$ cat src/rtl/tetris_pkg.sv
// Shared types, colours and screen constants for the Tetris pixel pipeline.
package tetris_pkg;

    typedef struct packed {
        logic [7:0] r;
        logic [7:0] g;
        logic [7:0] b;
    } rgb_t;

    localparam rgb_t COL_TEXT   = '{r: 8'h00, g: 8'hFF, b: 8'hFF};
    localparam rgb_t COL_PAUSE  = '{r: 8'hFF, g: 8'hFF, b: 8'hFF};
    localparam rgb_t COL_PIECE  = '{r: 8'hFF, g: 8'hFF, b: 8'h00};
    localparam rgb_t COL_LOCKED = '{r: 8'hFF, g: 8'h14, b: 8'h93};
    localparam rgb_t COL_BORDER = '{r: 8'hFF, g: 8'hFF, b: 8'hFF};
    localparam rgb_t COL_BG     = '{r: 8'h00, g: 8'h00, b: 8'h00};

    localparam logic [7:0] ASC_S     = 8'h53;
    localparam logic [7:0] ASC_C     = 8'h43;
    localparam logic [7:0] ASC_O     = 8'h4F;
    localparam logic [7:0] ASC_R     = 8'h52;
    localparam logic [7:0] ASC_E     = 8'h45;
    localparam logic [7:0] ASC_SPACE = 8'h20;
    localparam logic [7:0] ASC_ZERO  = 8'h30;

    localparam int unsigned GLYPH_W = 8;
    localparam int unsigned GLYPH_H = 16;

    // Pause icon: two vertical bars in the top-left corner.
    localparam int unsigned PAUSE_BAR0_X = 20;
    localparam int unsigned PAUSE_BAR1_X = 40;
    localparam int unsigned PAUSE_BAR_W  = 10;
    localparam int unsigned PAUSE_Y0     = 10;
    localparam int unsigned PAUSE_Y1     = 30;

    typedef enum logic [2:0] {R_BG, R_BORDER, R_LOCKED, R_PIECE, R_PAUSE, R_TEXT} region_e;

    function automatic rgb_t region_colour(region_e region);
        rgb_t c;
        case (region)
            R_TEXT:   c = COL_TEXT;
            R_PAUSE:  c = COL_PAUSE;
            R_PIECE:  c = COL_PIECE;
            R_LOCKED: c = COL_LOCKED;
            R_BORDER: c = COL_BORDER;
            default:  c = COL_BG;
        endcase
        return c;
    endfunction

endpackage

$ cat src/rtl/bcd_score_counter.sv
// Saturating BCD score with a frame-latched copy for display.
module bcd_score_counter #(
    parameter int unsigned DIGITS = 4
) (
    input  logic                  clk,
    input  logic                  reset_n,
    input  logic                  inc,
    input  logic                  clear,
    input  logic                  latch,
    output logic [4*DIGITS-1:0]   live,
    output logic [4*DIGITS-1:0]   shown
);
    logic [4*DIGITS-1:0] live_q, live_d, shown_q;
    logic                carry;
    logic                at_max;

    always_comb begin
        live_d = live_q;
        carry  = inc;
        at_max = (live_q == {DIGITS{4'd9}});
        if (clear) begin
            live_d = '0;
        end else if (!at_max) begin
            for (int d = 0; d < int'(DIGITS); d++) begin
                if (carry) begin
                    if (live_q[4*d +: 4] == 4'd9) begin
                        live_d[4*d +: 4] = 4'd0;
                    end else begin
                        live_d[4*d +: 4] = live_q[4*d +: 4] + 4'd1;
                        carry            = 1'b0;
                    end
                end
            end
        end
    end

    // The latch captures the pre-update value, so an inc on the latch cycle shows next frame.
    always_ff @(posedge clk) begin
        if (!reset_n) begin
            live_q  <= '0;
            shown_q <= '0;
        end else begin
            live_q <= live_d;
            if (latch) begin
                shown_q <= live_q;
            end
        end
    end

    assign live  = live_q;
    assign shown = shown_q;

endmodule

$ cat src/rtl/font_rom.sv
// 8x16 glyph ROM with a registered address; data follows the address by one clock.
module font_rom (
    input  logic        clk,
    input  logic [11:0] addr,
    output logic [7:0]  data
);
    logic [11:0]  addr_q;
    logic [127:0] glyph;

    always_ff @(posedge clk) begin
        addr_q <= addr;
    end

    // Each glyph packs rows 0..15 from MSB down, bit 7 of a row is the leftmost pixel.
    always_comb begin
        glyph = '0;
        case (addr_q[11:4])
            8'h30: glyph = 128'h00007CC6C6CEDEF6E6C6C67C00000000;
            8'h31: glyph = 128'h00001838781818181818187E00000000;
            8'h32: glyph = 128'h00007CC6060C183060C0C6FE00000000;
            8'h33: glyph = 128'h00007CC606063C060606C67C00000000;
            8'h34: glyph = 128'h00000C1C3C6CCCFE0C0C0C1E00000000;
            8'h35: glyph = 128'h0000FEC0C0C0FC060606C67C00000000;
            8'h36: glyph = 128'h00003860C0C0FCC6C6C6C67C00000000;
            8'h37: glyph = 128'h0000FEC606060C183030303000000000;
            8'h38: glyph = 128'h00007CC6C6C67CC6C6C6C67C00000000;
            8'h39: glyph = 128'h00007CC6C6C67E0606060C7800000000;
            8'h43: glyph = 128'h00003C66C2C0C0C0C0C2663C00000000;
            8'h45: glyph = 128'h0000FE6662687868606266FE00000000;
            8'h4F: glyph = 128'h00007CC6C6C6C6C6C6C6C67C00000000;
            8'h52: glyph = 128'h0000FC6666667C6C666666E600000000;
            8'h53: glyph = 128'h00007CC6C660380C06C6C67C00000000;
            default: glyph = '0;
        endcase
    end

    assign data = 8'(glyph >> {4'd15 - addr_q[3:0], 3'b000});

endmodule

$ cat src/rtl/tetris_pixel_pipe.sv
// Tetris pixel renderer: field, active piece, score text and pause icon, 2-cycle latency.
// Define PAUSE_BLINK_EN to make the pause icon blink with period BLINK_FRAMES frames.
module tetris_pixel_pipe
    import tetris_pkg::*;
#(
    parameter int unsigned N_CELLS      = 4,
    parameter int unsigned GRID_COLS    = 10,
    parameter int unsigned GRID_ROWS    = 20,
    parameter int unsigned CELL_LOG2    = 4,
    parameter int unsigned FIELD_X0     = 200,
    parameter int unsigned FIELD_Y0     = 40,
    parameter int unsigned BORDER_PX    = 8,
    parameter int unsigned SCORE_DIGITS = 4,
    parameter int unsigned TEXT_X0      = 460,
    parameter int unsigned TEXT_Y0      = 100,
    parameter int unsigned BLINK_FRAMES = 32
) (
    input  logic                           Clk,
    input  logic                           Reset_n,
    input  logic                           pix_valid,
    input  logic [9:0]                     DrawX,
    input  logic [9:0]                     DrawY,
    input  logic                           frame_start,
    input  logic [GRID_ROWS*GRID_COLS-1:0] grid,
    input  logic [N_CELLS*4-1:0]           cell_col,
    input  logic [N_CELLS*5-1:0]           cell_row,
    input  logic [N_CELLS-1:0]             cell_en,
    input  logic                           score_inc,
    input  logic                           score_clear,
    input  logic                           pause_enable,
    output logic [7:0]                     Red,
    output logic [7:0]                     Green,
    output logic [7:0]                     Blue,
    output logic                           out_valid
);
    localparam int unsigned GridN  = GRID_ROWS * GRID_COLS;
    localparam int unsigned FieldW = GRID_COLS << CELL_LOG2;
    localparam int unsigned FieldH = GRID_ROWS << CELL_LOG2;
    localparam int unsigned TextW  = GLYPH_W * (6 + SCORE_DIGITS);

    logic [31:0]               px, py, fdx, fdy, cell_c, cell_r, txt_k;
    logic [4*SCORE_DIGITS-1:0] live_score, shown_score;
    logic                      in_field, in_text, border_hit, piece_hit, locked_hit, pause_hit;
    logic                      blink_on;
    logic [GridN-1:0]          grid_mask;
    logic [3:0]                digit;
    logic [7:0]                code;
    logic [11:0]               font_addr;
    logic [7:0]                rom_data;
    logic [2:0]                txt_bit;
    region_e                   region;

    logic    valid_q, text_q;
    logic [2:0] bit_q;
    region_e region_q;
    rgb_t    rgb_q;

    bcd_score_counter #(
        .DIGITS (SCORE_DIGITS)
    ) u_score (
        .clk     (Clk),
        .reset_n (Reset_n),
        .inc     (score_inc),
        .clear   (score_clear),
        .latch   (frame_start),
        .live    (live_score),
        .shown   (shown_score)
    );

`ifdef PAUSE_BLINK_EN
    localparam int unsigned FcW = (BLINK_FRAMES > 1) ? $clog2(BLINK_FRAMES) : 1;
    logic [FcW-1:0] frame_cnt;

    always_ff @(posedge Clk) begin
        if (!Reset_n) begin
            frame_cnt <= '0;
        end else if (frame_start) begin
            frame_cnt <= (32'(frame_cnt) == BLINK_FRAMES - 1) ? '0 : frame_cnt + FcW'(1);
        end
    end

    assign blink_on = 32'(frame_cnt) < BLINK_FRAMES / 2;
`else
    assign blink_on = 1'b1;
`endif

    assign px     = {22'd0, DrawX};
    assign py     = {22'd0, DrawY};
    assign fdx    = px - FIELD_X0;
    assign fdy    = py - FIELD_Y0;
    assign cell_c = fdx >> CELL_LOG2;
    assign cell_r = fdy >> CELL_LOG2;
    assign txt_k  = (px - TEXT_X0) >> 3;
    assign txt_bit = 3'(px - TEXT_X0);

    assign in_field = px >= FIELD_X0 && px < FIELD_X0 + FieldW &&
                      py >= FIELD_Y0 && py < FIELD_Y0 + FieldH;
    assign in_text  = px >= TEXT_X0 && px < TEXT_X0 + TextW &&
                      py >= TEXT_Y0 && py < TEXT_Y0 + GLYPH_H;

    // Border is the outer rectangle (no top edge) minus the field itself.
    assign border_hit = !in_field && px + BORDER_PX >= FIELD_X0 &&
                        px < FIELD_X0 + FieldW + BORDER_PX &&
                        py >= FIELD_Y0 && py < FIELD_Y0 + FieldH + BORDER_PX;

    assign grid_mask  = {{(GridN-1){1'b0}}, 1'b1} << (cell_r * GRID_COLS + cell_c);
    assign locked_hit = in_field && |(grid & grid_mask);

    assign pause_hit = pause_enable && blink_on && py >= PAUSE_Y0 && py < PAUSE_Y1 &&
                       ((px >= PAUSE_BAR0_X && px < PAUSE_BAR0_X + PAUSE_BAR_W) ||
                        (px >= PAUSE_BAR1_X && px < PAUSE_BAR1_X + PAUSE_BAR_W));

    always_comb begin
        piece_hit = 1'b0;
        for (int i = 0; i < int'(N_CELLS); i++) begin
            if (in_field && cell_en[i] && {28'd0, cell_col[4*i +: 4]} == cell_c &&
                {27'd0, cell_row[5*i +: 5]} == cell_r) begin
                piece_hit = 1'b1;
            end
        end
    end

    always_comb begin
        if (pause_hit)       region = R_PAUSE;
        else if (piece_hit)  region = R_PIECE;
        else if (locked_hit) region = R_LOCKED;
        else if (border_hit) region = R_BORDER;
        else                 region = R_BG;
    end

    // Text row: "SCORE " followed by the displayed digits, most significant first.
    always_comb begin
        code  = ASC_SPACE;
        digit = '0;
        if (txt_k < 32'd6) begin
            case (txt_k)
                32'd0:   code = ASC_S;
                32'd1:   code = ASC_C;
                32'd2:   code = ASC_O;
                32'd3:   code = ASC_R;
                32'd4:   code = ASC_E;
                default: code = ASC_SPACE;
            endcase
        end else begin
            digit = 4'(shown_score >> (4 * (SCORE_DIGITS - 1 - (txt_k - 32'd6))));
            code  = ASC_ZERO + {4'd0, digit};
        end
    end

    assign font_addr = {code, 4'(py - TEXT_Y0)};

    font_rom u_font (
        .clk  (Clk),
        .addr (font_addr),
        .data (rom_data)
    );

    always_ff @(posedge Clk) begin
        if (!Reset_n) begin
            valid_q  <= 1'b0;
            text_q   <= 1'b0;
            bit_q    <= '0;
            region_q <= R_BG;
        end else begin
            valid_q  <= pix_valid;
            text_q   <= in_text;
            bit_q    <= txt_bit;
            region_q <= region;
        end
    end

    always_ff @(posedge Clk) begin
        if (!Reset_n) begin
            out_valid <= 1'b0;
            rgb_q     <= COL_BG;
        end else begin
            out_valid <= valid_q;
            if (!valid_q) begin
                rgb_q <= COL_BG;
            end else if (text_q && rom_data[3'd7 - bit_q]) begin
                rgb_q <= COL_TEXT;
            end else begin
                rgb_q <= region_colour(region_q);
            end
        end
    end

    assign Red   = rgb_q.r;
    assign Green = rgb_q.g;
    assign Blue  = rgb_q.b;

endmodule

$ cat config.mk
export PLATFORM = sky130hd
export DESIGN_NAME = tetris_pixel_pipe
export DESIGN_NICKNAME = d
export VERILOG_FILES = /design/src/rtl/tetris_pkg.sv /design/src/rtl/bcd_score_counter.sv /design/src/rtl/font_rom.sv /design/src/rtl/tetris_pixel_pipe.sv
export SDC_FILE = /design/constraint.sdc
export NUM_CORES = 1
export LEC_CHECK = 0
export BUFFER_PORTS_ARGS = -buffer_cell sky130_fd_sc_hd__buf_2
export CAP_MARGIN = 20
export CORE_MARGIN = 2
export CORE_UTILIZATION = 49
export DETAILED_ROUTE_END_ITERATION = 6
export PLACE_DENSITY_LB_ADDON = 0.15
export SLEW_MARGIN = 25
export SYNTH_ARGS = -nofsm -noshare
export SYNTH_HDL_FRONTEND = slang
export SYNTH_HIERARCHICAL = 1
export SYNTH_SLANG_ARGS = --single-unit
$ cat constraint.sdc
create_clock -name Clk -period 6.8 [get_ports Clk]
set_input_delay 1.36 -clock Clk [delete_from_list [all_inputs] [get_ports Clk]]
set_output_delay 1.36 -clock Clk [all_outputs]
set_load 0.005 [all_outputs]
==> impl_summary.log <==
INFO  metric layout.area.seq = 0.00116 mm2
INFO  metric grt_max_degree = 34
INFO  metric period_minus_slack = 6.44 ns
INFO  metric cp-start-kind = input pin
INFO  metric yosys_register_bits = 58
INFO  metric hp-class = flop to flop
INFO  metric setup_viol = 0
INFO  metric post_synth.cell_area_avg = 7.28 um2
INFO  metric wire_per_inst = 20.5 um
INFO  metric detail_route.wirelength = 39500 um
INFO  metric portBuffers = 291
INFO  metric drt_iter0_drc = 1283
INFO  metric cell_type_of_the_slowest_stage_on_the_worst_timing_path = sky130_fd_sc_hd__or3_2
INFO  metric min_period_over_period = 94.7%
INFO  metric power-per-cell-area = 206 mW/mm2
INFO  metric path_class = input pin to flop
INFO  metric worst-endpoint-required = 7.07 ns
INFO  metric finalHoldViolCount = 0
INFO  metric netlist-cell-type-count = 113
INFO  metric layoutNonFillerInstCount = 1925
INFO  metric syn_to_final_growth = 22.5%
INFO  metric cp-end-kind = flop
INFO  metric tritoncts_clock_tree = yes
INFO  metric numClockSinks = 58
INFO  metric start_util = 49.6%
INFO  metric die_w = 147 um
INFO  metric crit_family = compound AO/OA/AOI/OAI gates
INFO  metric vdd_drop_max = 0.260 mV
INFO  metric final-max-slew-violation-count = 0
INFO  metric timing.fmax = 0.155 GHz
INFO  metric htree_num_levels = 3
INFO  metric vias = 12466
INFO  metric synth-seq-area-share = 11.6%
INFO  metric ys_top_cells_by_area = sky130_fd_sc_hd__dfxtp_1, sky130_fd_sc_hd__ha_1, sky130_fd_sc_hd__nand2_1
INFO  metric global_route.usage.met3 = 6.09%
INFO  metric clk_latency = 0.33 ns
INFO  metric die-area = 0.0215 mm2
INFO  metric antenna_violating_nets_post_route = 0
INFO  metric number_of_antenna_violations_at_the_first_check_in_global_routing = 4
INFO  metric relSlewSlack = 29.7%
INFO  metric grt_pass1_wl = 61400 um
INFO  metric synth_enable_flop_cells = 0
INFO  metric synth_simple_gate_area_share = 29.1%
INFO  metric synth_top_family_by_area = compound AO/OA/AOI/OAI gates
INFO  metric worst-endpoint-arrival = 6.71 ns
INFO  metric clk_pin_slew_worst_paths = 0.05 ns
INFO  metric gr-max-usage-layer = met2
INFO  metric final.fill_count = 1852
INFO  metric cpPeakStageDelay = 0.40 ns
INFO  metric grt.overflow.total = 0
INFO  metric share_of_cell_area_taken_by_muxes_after_synthesis = 6.17%
INFO  metric worstMarginPinSlew = 1.05 ns
INFO  metric synth.net_count = 1696
INFO  metric fraction_of_final_layout_cells_with_drive_strength_greater_than_1 = 28.1%
INFO  metric grt.met2_usage = 56.9%
INFO  metric netlist_instances = 1371
INFO  metric synth-xor-area-share = 6.66%
INFO  metric placed_cells = 1905
INFO  metric globalRouteTotalUtil = 35.0%
INFO  metric grt_pass1_vias = 11539
INFO  metric cts_max_path_buffers = 2
INFO  metric setup_ws = 0.359 ns
INFO  metric timing.max_cap.violations = 0
INFO  metric drt_drc_violations_left = 0
INFO  metric design.portCount = 292
INFO  metric ctsRootBufferMaster = sky130_fd_sc_hd__clkbuf_16
INFO  metric worst_setup_slack_before_clock_tree_synthesis = -0.174 ns
INFO  metric postSynth.asyncResetShare = 0%
INFO  metric synthesis.area = 0.00998 mm2
INFO  metric grt_setup_unrepaired = false
INFO  metric synthAdderAreaFrac = 7.42%
INFO  metric synth-warning-count = 6
INFO  metric outcome = finished clean
INFO  metric cts_hold_repair.buffers = 0
INFO  metric clock_skew = 0.00911 ns
INFO  metric gp_routability_congestion = 0.988
INFO  metric use_met1 = 47.0%
INFO  metric netlist.top_cell.by_area = sky130_fd_sc_hd__dfxtp_1
INFO  metric synth-compound-area-share = 31.2%
INFO  metric post-synth-top-area-fraction = 11.6%
INFO  metric final_nets = 1972
INFO  metric post-dp-hpwl = 31100 um
INFO  metric die_height = 147 um
INFO  metric leak_pwr = 5.25 nW
INFO  metric multi_input_gate_area_in_the_final_layout = 0.00813 mm2
INFO  metric cts-buffers-inserted = 9
INFO  metric postSynth.topFlopCell = sky130_fd_sc_hd__dfxtp_1
INFO  metric drt_first_pass_iters = 6
INFO  metric std_cell_rows = 52
INFO  metric design.core.area = 0.0201 mm2
INFO  metric drt-vias-per-instance = 6.48
INFO  metric worst-path-max-fanout = 6
INFO  metric number_of_buffer_and_inverter_stages_on_the_critical_path = 8
INFO  metric path_common_cell = sky130_fd_sc_hd__ha_1
[cell usage in the layout (no fill, tap or decap), types with 13 or more instances in the layout]
cell and n:
sky130_fd_sc_hd__nor4_1 22, sky130_fd_sc_hd__buf_2 291, sky130_fd_sc_hd__a211oi_1 24, sky130_fd_sc_hd__and3_1 14, sky130_fd_sc_hd__o21a_1 13, sky130_fd_sc_hd__mux2i_1 30
sky130_fd_sc_hd__buf_4 79, sky130_fd_sc_hd__a31oi_1 20, sky130_fd_sc_hd__ha_1 56, sky130_fd_sc_hd__a21oi_1 89, sky130_fd_sc_hd__nand3_1 57, sky130_fd_sc_hd__o22ai_1 14
sky130_fd_sc_hd__nand2_1 123, sky130_fd_sc_hd__nand2b_1 17, sky130_fd_sc_hd__xnor2_1 34, sky130_fd_sc_hd__xor2_1 37, sky130_fd_sc_hd__o211ai_1 19, sky130_fd_sc_hd__dfxtp_1 56
sky130_fd_sc_hd__o21ai_0 57, sky130_fd_sc_hd__a21o_1 20, sky130_fd_sc_hd__nor2_1 91, sky130_fd_sc_hd__a22oi_1 17, sky130_fd_sc_hd__nor3_1 41, sky130_fd_sc_hd__nor2b_1 26
sky130_fd_sc_hd__nand4_1 35, sky130_fd_sc_hd__inv_1 50
[logic make-up after synthesis]
family                   Yosys count
other                              2
AO/OA/AOI/OAI                    437
flip-flops                        58
buffers and inverters            156
adder cells (fa/ha/maj)           58
AND/OR/NAND/NOR                  536
multiplexers                      49
XOR/XNOR                          75
[worst register-to-register path: cells and delay by family (launching register included)]
family,cells,cell delay (ns)
flip-flops,1,0.59
multiplexers,2,0.43
AO/OA/AOI/OAI,4,1.03
AND/OR/NAND/NOR,4,2.05
[layout make-up]
| type | count | share of cell area (%) |
|---|---|---|
| clock buffers | 9 | 1.84 |
| repair buffers | 370 | 16.8 |
| diodes | 3 | 0.0614 |
| inverters | 51 | 1.57 |
| flip-flops and latches | 58 | 9.52 |
| multi-input cells | 1157 | 66.5 |
| well taps | 270 | 2.76 |
| clock inverters | 7 | 1.02 |
[cell usage after synthesis (13+ instances only)]
cell and count:
sky130_fd_sc_hd__and3_1 14, sky130_fd_sc_hd__nor3_1 43, sky130_fd_sc_hd__a22oi_1 17, sky130_fd_sc_hd__buf_2 30, sky130_fd_sc_hd__o21a_1 13, sky130_fd_sc_hd__a21o_1 20, sky130_fd_sc_hd__nor4_1 23, sky130_fd_sc_hd__xor2_1 37
sky130_fd_sc_hd__dfxtp_1 58, sky130_fd_sc_hd__o22ai_1 14, sky130_fd_sc_hd__o21ai_0 58, sky130_fd_sc_hd__nand2b_1 17, sky130_fd_sc_hd__a31oi_1 20, sky130_fd_sc_hd__nor2_1 91, sky130_fd_sc_hd__nand4_1 35, sky130_fd_sc_hd__clkbuf_1 40
sky130_fd_sc_hd__nor2b_1 27, sky130_fd_sc_hd__xnor2_1 37, sky130_fd_sc_hd__nand3_1 57, sky130_fd_sc_hd__inv_1 50, sky130_fd_sc_hd__a21oi_1 91, sky130_fd_sc_hd__mux2i_1 30, sky130_fd_sc_hd__o211ai_1 19, sky130_fd_sc_hd__ha_1 56
sky130_fd_sc_hd__a211oi_1 24, sky130_fd_sc_hd__buf_4 21, sky130_fd_sc_hd__nand2_1 123
[worst paths after layout]
kind,start,endpoint,slack [ns],cells after the start
worst max register to register,u_font/addr_q[8],Red[6],2.58,10
worst max-delay path,DrawY[3],region_q[1],0.36,29
worst min register to register,u_score/live[9],u_score/live[9],0.52,2
worst min-delay path,u_score/live[9],u_score/live[9],0.52,2
[metal layers]
metal	routed length, um	up-vias
li1	-	5790
met1	16500	5755
met2	17700	798
met3	3920	121
met4	1390	2
met5	11	-
[sequential cells by signal, summed over array words and instances (netlist names), 2 cells and up]
| register | flops |
|---|---|
| Blue | 2 |
| bit_q | 3 |
| u_font/addr_q | 12 |
| u_score/shown | 16 |
| Green | 2 |
| region_q | 3 |
| u_score/live | 16 |
[per-stage QoR]
| stage | utilization (%) | power, mW | hold slack [ns] | TNS [ns] | cell area (um2) |
|---|---|---|---|---|---|
| finish | 60.8 | 2.52 | 0.522 | 0 | 12200 |
| global route | 60.8 | 2.64 | 0.538 | 0 | 12200 |
| CTS | 60.4 | 2.46 | 0.519 | 0 | 12100 |
| detailed placement | 58.7 | 1.92 | 0.510 | -0.174 | 11800 |
| global placement | 58.7 | 1.92 | 0.492 | -0.0212 | 11800 |
| floorplan | - | 1.37 | 0.465 | 0 | 9990 |
[what timing repair did]
| action | CTS | global route |
|---|---|---|
| gates resized for setup | 0 | 11 |
| setup buffers | 0 | 1 |
| endpoints found under the setup margin | 0 | 1 |
[power breakdown]
group	internal (mW)	switching, mW
combinational	0.596	1.04
clock	0.360	0.164
sequential	0.345	0.0144
Note: power is estimated with default switching activity, not from simulation.
